File: config.mk
export PLATFORM = sky130hd
export DESIGN_NAME = button_toggle
export DESIGN_NICKNAME = d
export VERILOG_FILES = /design/src/rtl/button_toggle.sv
export SDC_FILE = /design/constraint.sdc
export NUM_CORES = 1
export LEC_CHECK = 0
export BUFFER_PORTS_ARGS = -buffer_cell sky130_fd_sc_hd__buf_2
export CAP_MARGIN = 5
export CORE_MARGIN = 3
export CORE_UTILIZATION = 35
export DETAILED_ROUTE_END_ITERATION = 8
export MAX_ROUTING_LAYER = met4
export PLACE_DENSITY_LB_ADDON = 0.15
export SYNTH_ARGS = -nofsm -noshare
export SYNTH_HDL_FRONTEND = slang
export SYNTH_SLANG_ARGS = --single-unit
File: constraint.sdc
create_clock -name clk -period 2.45 [get_ports clk]
set_input_delay 0.245 -clock clk [delete_from_list [all_inputs] [get_ports clk]]
set_output_delay 0.245 -clock clk [all_outputs]
set_load 0.01 [all_outputs]
File: src/rtl/button_toggle.sv
// button_toggle: debounced push-button toggle driving the 5/7 display select, with press pulse and press counter
module button_toggle #(
  parameter int DEBOUNCE_CYCLES = 500000,
  parameter int CNT_W = 20
) (
  input  logic       clk,
  input  logic       rst_n,
  input  logic       btn_in,
  output logic       value,
  output logic       press_pulse,
  output logic [3:0] press_count
);
  typedef enum logic [1:0] {IDLE, PRESS_WAIT, HELD, RELEASE_WAIT} state_t;
  localparam logic [CNT_W-1:0] LAST = CNT_W'(DEBOUNCE_CYCLES - 1);
  state_t state;
  logic [CNT_W-1:0] cnt;
  logic s1, s2;
  // two-flop synchroniser for the asynchronous raw button
  always_ff @(posedge clk or negedge rst_n)
    if (!rst_n) {s1, s2} <= 2'b00;
    else {s1, s2} <= {btn_in, s1};
  // debounce fsm: a press is accepted only after DEBOUNCE_CYCLES stable high samples, and toggles once
  always_ff @(posedge clk or negedge rst_n)
    if (!rst_n) begin
      state <= IDLE;
      cnt <= '0;
      value <= 1'b0;
      press_pulse <= 1'b0;
      press_count <= 4'd0;
    end else begin
      press_pulse <= 1'b0;
      case (state)
        IDLE:
          if (s2) begin
            state <= PRESS_WAIT;
            cnt <= '0;
          end
        PRESS_WAIT:
          if (!s2) begin
            state <= IDLE;
            cnt <= '0;
          end else if (cnt == LAST) begin
            state <= HELD;
            value <= ~value;
            press_pulse <= 1'b1;
            press_count <= press_count + 4'd1;
          end else cnt <= cnt + 1'b1;
        HELD:
          if (!s2) begin
            state <= RELEASE_WAIT;
            cnt <= '0;
          end
        RELEASE_WAIT:
          if (s2) begin
            state <= HELD;
            cnt <= '0;
          end else if (cnt == LAST) state <= IDLE;
          else cnt <= cnt + 1'b1;
        default: state <= IDLE;
      endcase
    end
endmodule

==> results of run 1 <==
==> metal layers <==
metal  global-route usage, %  vias to the layer above
met5                       -                        -
li1                        -                      592
met3                    5.37                        8
met1                    18.4                      555
met4                    6.35                        0
met2                    18.1                       31
==> synth_stat cells, types with 4 or more instances <==
master	count	area, µm²
xor2_1	4	35.0
dfrtp_1	30	751
a21oi_1	10	50.1
o21ai_0	20	100
nand4_1	7	43.8
nand3_1	4	20.0
clkbuf_1	4	15.0
nor2_1	5	18.8
and3_1	4	25.0
a31oi_1	7	43.8
nand2_1	13	48.8
==> how the worst min path moves through the flow <==
stage / to / start
after floorplan: asynchronous set/reset pin / rst_n
after global placement: cnt[14] / rst_n
after detailed placement: cnt[13] / rst_n
after CTS: cnt[13] / rst_n
after global routing: cnt[17] / rst_n
final: cnt[13] / rst_n
==> final cells by class <==
class | count | area [µm²] | area share [%]
timing repair buffer | 10 | 55.1 | 3.11
multi-input combinational | 112 | 751 | 42.3
tap | 50 | 62.6 | 3.53
clock inverter | 2 | 60.1 | 3.39
inverter | 3 | 11.3 | 0.635
sequential | 30 | 751 | 42.3
clock buffer | 6 | 82.6 | 4.66
==> power by group through the flow <==
| stage | logic (mW) | clock network, mW | registers (mW) |
|---|---|---|---|
| after floorplan | 0.0281 | 0 | 0.514 |
| after global placement | 0.0485 | 0 | 0.515 |
| after detailed placement | 0.0498 | 0 | 0.516 |
| after CTS | 0.0497 | 0.641 | 0.507 |
| final | 0.0488 | 0.625 | 0.507 |
| after global routing | 0.0556 | 0.662 | 0.507 |
==> per-stage QoR <==
| stage | setup WS [ns] | util [%] | cell area (µm²) | cells |
|---|---|---|---|---|
| detailed placement | 0.478 | 39.3 | 1630 | 205 |
| global route | 0.335 | 42.8 | 1770 | 213 |
| floorplan | 0.624 | - | 1560 | 153 |
| finish | 0.452 | 42.8 | 1770 | 213 |
| global placement | 0.529 | 39.3 | 1630 | 205 |
| CTS | 0.468 | 42.8 | 1770 | 213 |
==> kinds of logic after synthesis <==
logic type	after synthesis	synth area share [%]
AOI/OAI and AO/OA	47	17.6
and+or+nand+nor	54	23.4
adders and majority gates	2	1.60
muxes	3	2.17
xor gates and xnor gates	6	3.37
buffers and inverters	11	3.77
DFF	30	48.1
==> flip-flops by register name, summed over array words and instances (netlist names), named ones only <==
register	cells
state	1
s2	1
press_count	4
value	1
press_pulse	1
s1	1
cnt	20
==> reports/results.ini, run 1 <==
[route]
wl_met2_um = 1380
drtIter0Drc = 77
top_layer = met4
vias = 1186
wirelength_um = 3130
wl_per_cell_um = 14.7
postRouteAntennaNets = 0
avgViaCountPerCell = 5.57
drc = 0
wl_met1_um = 1520
drt_pass1_iterations = 4
wl_met3_um = 152

[worst_setup_path]
rr_endpoint = cnt[18]
worstPathCellList = ha_1 -> and4_4 -> and3_2 -> nand3_4 -> or4_1 -> nand3_1
worstSetupEndpointType = flop
cp_num_buf_inv = 0
cp_data_arrival_time_ns = 2.22
reg2reg_depth = 6
path_delay_family = simple AND/OR/NAND/NOR gates
crit_end = cnt[18]
critPathKind = flop to flop
critical_path_depth = 6
cp_slowest_stage_delay_ns = 0.48
r2r_setup_slack_ns = 0.45
crit_start = cnt[0]
cp_max_fo = 6
timing.rr.start = cnt[0]
startpoint_type = flop
cp_slowest_cell = or4_1
worstPathRequired_ns = 2.67

[logic_synthesis]
yosysWarnings = 0
synth_edf_count = 0
synth.avg_cell_area_um2 = 10.2
synthesis.nets = 158
syn_inst = 153
ys_ff_latch = 30
ys_types = 39
synth.cell_area_um2 = 1560
synth_flop_cell = dfrtp_1
synthArstFlopShare_pct = 100
yosysSeqAreaShare_pct = 48.1

[hold_path]
min_path_type = input pin to asynchronous set/reset pin

[pwr]
pwr-share-seq_pct = 42.9
sw_frac_of_total_pct = 19.6
p_total_mw = 1.18
clkPwrFrac_pct = 52.9
p_leak_nw = 0.799
combPwrFrac_pct = 4.1
intPower_uw = 949
power_density_nw_per_um2 = 666
p_sw_uw = 232
peakVddDrop_uv = 323

[clock_network]
ctsHtreeMaxLevel = 2
cts_resized = 0
cts.sinks = 30
numCtsBuffers = 5
worstSkewPairLatency_ns = 0.29
cts_tree = done
clkTransAtPathRegs_ns = 0.06
cts-root-buf = clkbuf_8
post-cts-setup-buffer-count = 0
cts_hold_buf = 0
clock_path_buffers = 2

[floorplan]
start_util_pct = 37.7
die_area_um2 = 5290
die_w_um = 72.8
fp.coreArea_um2 = 4140
rows = 23
dieHeight_um = 72.8
io_pins = 9

[global_route]
grt_max_degree = 31
grt_pass1_vias = 1087
grt_remaining_overflow = 0
grt_pass1_wl_um = 5290
grt_util_all_layers_pct = 13.8
antenna_found_initial = 0

[timing]
grt_setup_unrepaired = false
drv_slew = 0
slew_headroom_pct = 52.0
hold_slack_ns = -0.0226
hold_viol = 30
post-route-min-period_ns = 2.00
worst_slew_pin_slew_ns = 0.720
period_share_pct = 81.6
finalSetupViolCount = 0
tns_ns = 0
fmax_mhz = 500
fin_skew_ns = 0.00171

[final_layout]
antenna_cells = 0
syn_to_final_growth_pct = 13.6
drive_above_1_share_pct = 19.6
final_cell_mix = 30 x dfrtp_1, 20 x o21ai_0, 13 x nand2_1
nNetsFinal = 167
fillers = 414
layout_commonest_cell = dfrtp_1

[place]
io_buffers = 8
gp_congestion = 0.782
hpwl_um = 2090

[job]
cap_violations = 0

[status]
status = complete, but fails checks
violations = hold timing

Note: power is estimated with default switching activity, not from simulation.
==> run 2, diff against run 1 <==
==> constraint.sdc (replaced) <==
create_clock -name clk -period 1.8 [get_ports clk]
set_input_delay 0.18 -clock clk [delete_from_list [all_inputs] [get_ports clk]]
set_output_delay 0.18 -clock clk [all_outputs]
set_load 0.01 [all_outputs]
==> run 2 against run 1 <==
Against the previous run: the flow now finishes without violations; critical path depth stayed put; combinational power is 79% higher; clock power is 11% lower; count of clock-buffer cells in the layout is 1 higher; flip-flop and latch count stayed put; global-route usage is 1.5 points higher; first-iteration DRC count is 9.1% lower; critical endpoint unchanged; largest cell class is now multi-input combinational cells; largest power group is now sequential cells.
==> reports/results.ini, run 2 (synthesis gave the netlist of run 1 again) <==
[status]
status = finished clean

[global_route]
globalRouteMet3Util_pct = 4.27  ; -1.1 points
top_usage_layer = met2
antenna_found_initial = 0  ; unchanged
grt_util_all_layers_pct = 15.3  ; +1.5 points
grt_pass1_wl_um = 6130  ; +16%
grt_max_degree = 31  ; unchanged
gr-usage-met1_pct = 18.7  ; +0.31 points
use_met2_pct = 24.1  ; +6.0 points
grt_pass1_vias = 1350  ; +24%
grt_remaining_overflow = 0  ; unchanged

[final_layout]
final_cell_mix = 29 x dfrtp_1, 20 x o21ai_0, 20 x buf_4
drive_above_1_share_pct = 30.6  ; +11 points
finalNonFillerCells = 233  ; +9.4%
finish.utilization_pct = 46.5  ; +3.7 points
fillers = 404  ; -2.4%
largest_register_ffs = 20  ; unchanged
syn_to_final_growth_pct = 23.6
antenna_cells = 0  ; unchanged
reg.largest.list = cnt x20, press_count x4
regMostFlops = cnt
layout_commonest_cell = dfrtp_1
nNetsFinal = 187  ; +12%

[pwr]
pwr-share-seq_pct = 51.6  ; +8.7 points
combPwrFrac_pct = 6.6  ; +2.5 points
sw_frac_of_total_pct = 23.2  ; +3.5 points
power_density_nw_per_um2 = 690  ; +3.6%
intPower_mw = 1.02  ; +7.7%
p_sw_uw = 309  ; +33%
clkPwrFrac_pct = 41.8  ; -11 points
p_leak_nw = 0.884  ; +11%
peakVddDrop_uv = 325  ; +0.83%

[worst_setup_path]
critPathKind = flop to flop
crit_start = cnt[1]
reg2reg_depth = 6  ; unchanged
worstSetupEndpointType = flop
cp_max_fo = 5  ; -1
worstPathRequired_ns = 2.02  ; -0.65 ns
crit_end = cnt[18]
r2r_setup_slack_ns = 0.08  ; -0.37 ns
startpoint_type = flop
rr_endpoint = cnt[18]
cp_data_arrival_time_ns = 1.93  ; -0.29 ns
timing.rr.start = cnt[1]

[route]
wirelength_um = 3560  ; +14%
avgViaCountPerCell = 5.75  ; +3.2%
drt_pass1_iterations = 5  ; +1
wl_per_cell_um = 15.3  ; +4.1%
drc = 0  ; unchanged
drtIter0Drc = 70  ; -9.1%
postRouteAntennaNets = 0  ; unchanged
vias = 1339  ; +13%

[floorplan]
rows = 23  ; unchanged
io_pins = 9  ; unchanged
die_w_um = 72.8  ; unchanged
fp.coreArea_um2 = 4140  ; unchanged
die_area_um2 = 5290  ; unchanged
start_util_pct = 37.7  ; unchanged
dieHeight_um = 72.8  ; unchanged

[timing]
drv_slew = 0  ; unchanged
fin_skew_ns = 0.00820  ; +0.00649 ns
hold_slack_ns = 0.356  ; +0.378 ns
hold_viol = 0  ; -100%
tns_ns = 0  ; unchanged
finalSetupViolCount = 0  ; unchanged
worst_slew_pin_slew_ns = 0.679  ; -0.0418 ns
slew_headroom_pct = 54.8  ; +2.8 points
post-route-min-period_ns = 1.72  ; -0.282 ns
period_share_pct = 95.4  ; +14 points
fmax_mhz = 582  ; +16%

[clock_network]
worstSkewPairLatency_ns = 0.28  ; about the same
ctsHtreeMaxLevel = 2  ; unchanged
numCtsBuffers = 5  ; unchanged
clkTransAtPathRegs_ns = 0.07  ; about the same
cts.sinks = 30  ; unchanged
cts-root-buf = clkbuf_8
clock_path_buffers = 2  ; unchanged
cts_tree = done

[place]
place_inst = 222  ; +8.3%
io_buffers = 8  ; unchanged
gp_congestion = 0.827  ; +5.8%
hpwl_um = 2480  ; +18%

[job]
cap_violations = 0  ; unchanged

[hold_path]
min_path_type = flop to flop
whs_path_depth = 0

[run 2: changes by cell type in the layout (fill, tap and decap cells not counted), moves of 2 or more]
| cell | delta |
|---|---|
| buf_4 | +18 |
| and3_2 | -2 |
| bufinv_16 | -2 |
| dlygate4sd3_1 | +2 |
| nor2_1 | -2 |
| and3_4 | +2 |
| nor2_2 | +2 |
[run 2: timing repair]
action                     in CTS  in global routing
hold buffers                    1                  1
hold endpoints to repair       30                  1
cloned                          0                  0
buffers inserted                0                  1
pin swaps                       1                  1
setup endpoints to repair       1                 16
gates resized for setup         0                 11
[run 2: cell type report]
cell class	count	area (µm²)	share of cell area, %
multi-input cells	112	801	41.5
flip-flops and latches	30	752	39.0
repair buffers	30	210	10.9
clock buffers	7	86.3	4.48
well taps	50	62.6	3.24
inverters	3	11.3	0.584
clock inverters	1	5.00	0.260
[run 2: how the worst min path moves through the flow]
| stage | startpoint | end | slack, ns |
|---|---|---|---|
| 6_report | s1 | s2 | 0.36 |
| 5_1_grt | s1 | s2 | 0.37 |
| 4_1_cts | btn_in | s1 | 0.003 |
| 3_5_place_dp | rst_n | cnt[10] | 0.26 |
| 3_3_place_gp | rst_n | cnt[10] | 0.26 |
| 2_1_floorplan | rst_n | asynchronous set/reset pin | -0.12 |
[run 2: power by group through the flow]
stage / sequential [mW] / clock [mW] / combinational (mW)
6_report: 0.687 / 0.557 / 0.0873
3_3_place_gp: 0.698 / 0 / 0.0793
3_5_place_dp: 0.699 / 0 / 0.0799
5_1_grt: 0.688 / 0.609 / 0.0983
2_1_floorplan: 0.700 / 0 / 0.0386
4_1_cts: 0.686 / 0.578 / 0.0820
[run 2: worst max-delay path: stages (launching register included)]
cell and delay, ns:
dfrtp_1 0.36, ha_2 0.20, and4_4 0.25, and3_4 0.23, nand3_4 0.08, or4_1 0.46, nand3_1 0.09
[run 2: stage by stage]
stage / cell area, µm² / total power, mW / setup slack, ns
after floorplan: 1560 / 0.739 / 0.000631
after global placement: 1760 / 0.778 / 0.0365
after detailed placement: 1760 / 0.779 / 0.00524
after CTS: 1860 / 1.35 / 0.0179
after global routing: 1930 / 1.40 / -0.0102
final: 1930 / 1.33 / 0.0832
[run 2: per-layer routing]
layer / up-vias / routed length [µm]
li1: 631 / -
met1: 672 / 1640
met2: 34 / 1770
met3: 2 / 132
met4: 0 / 21
met5: - / 0
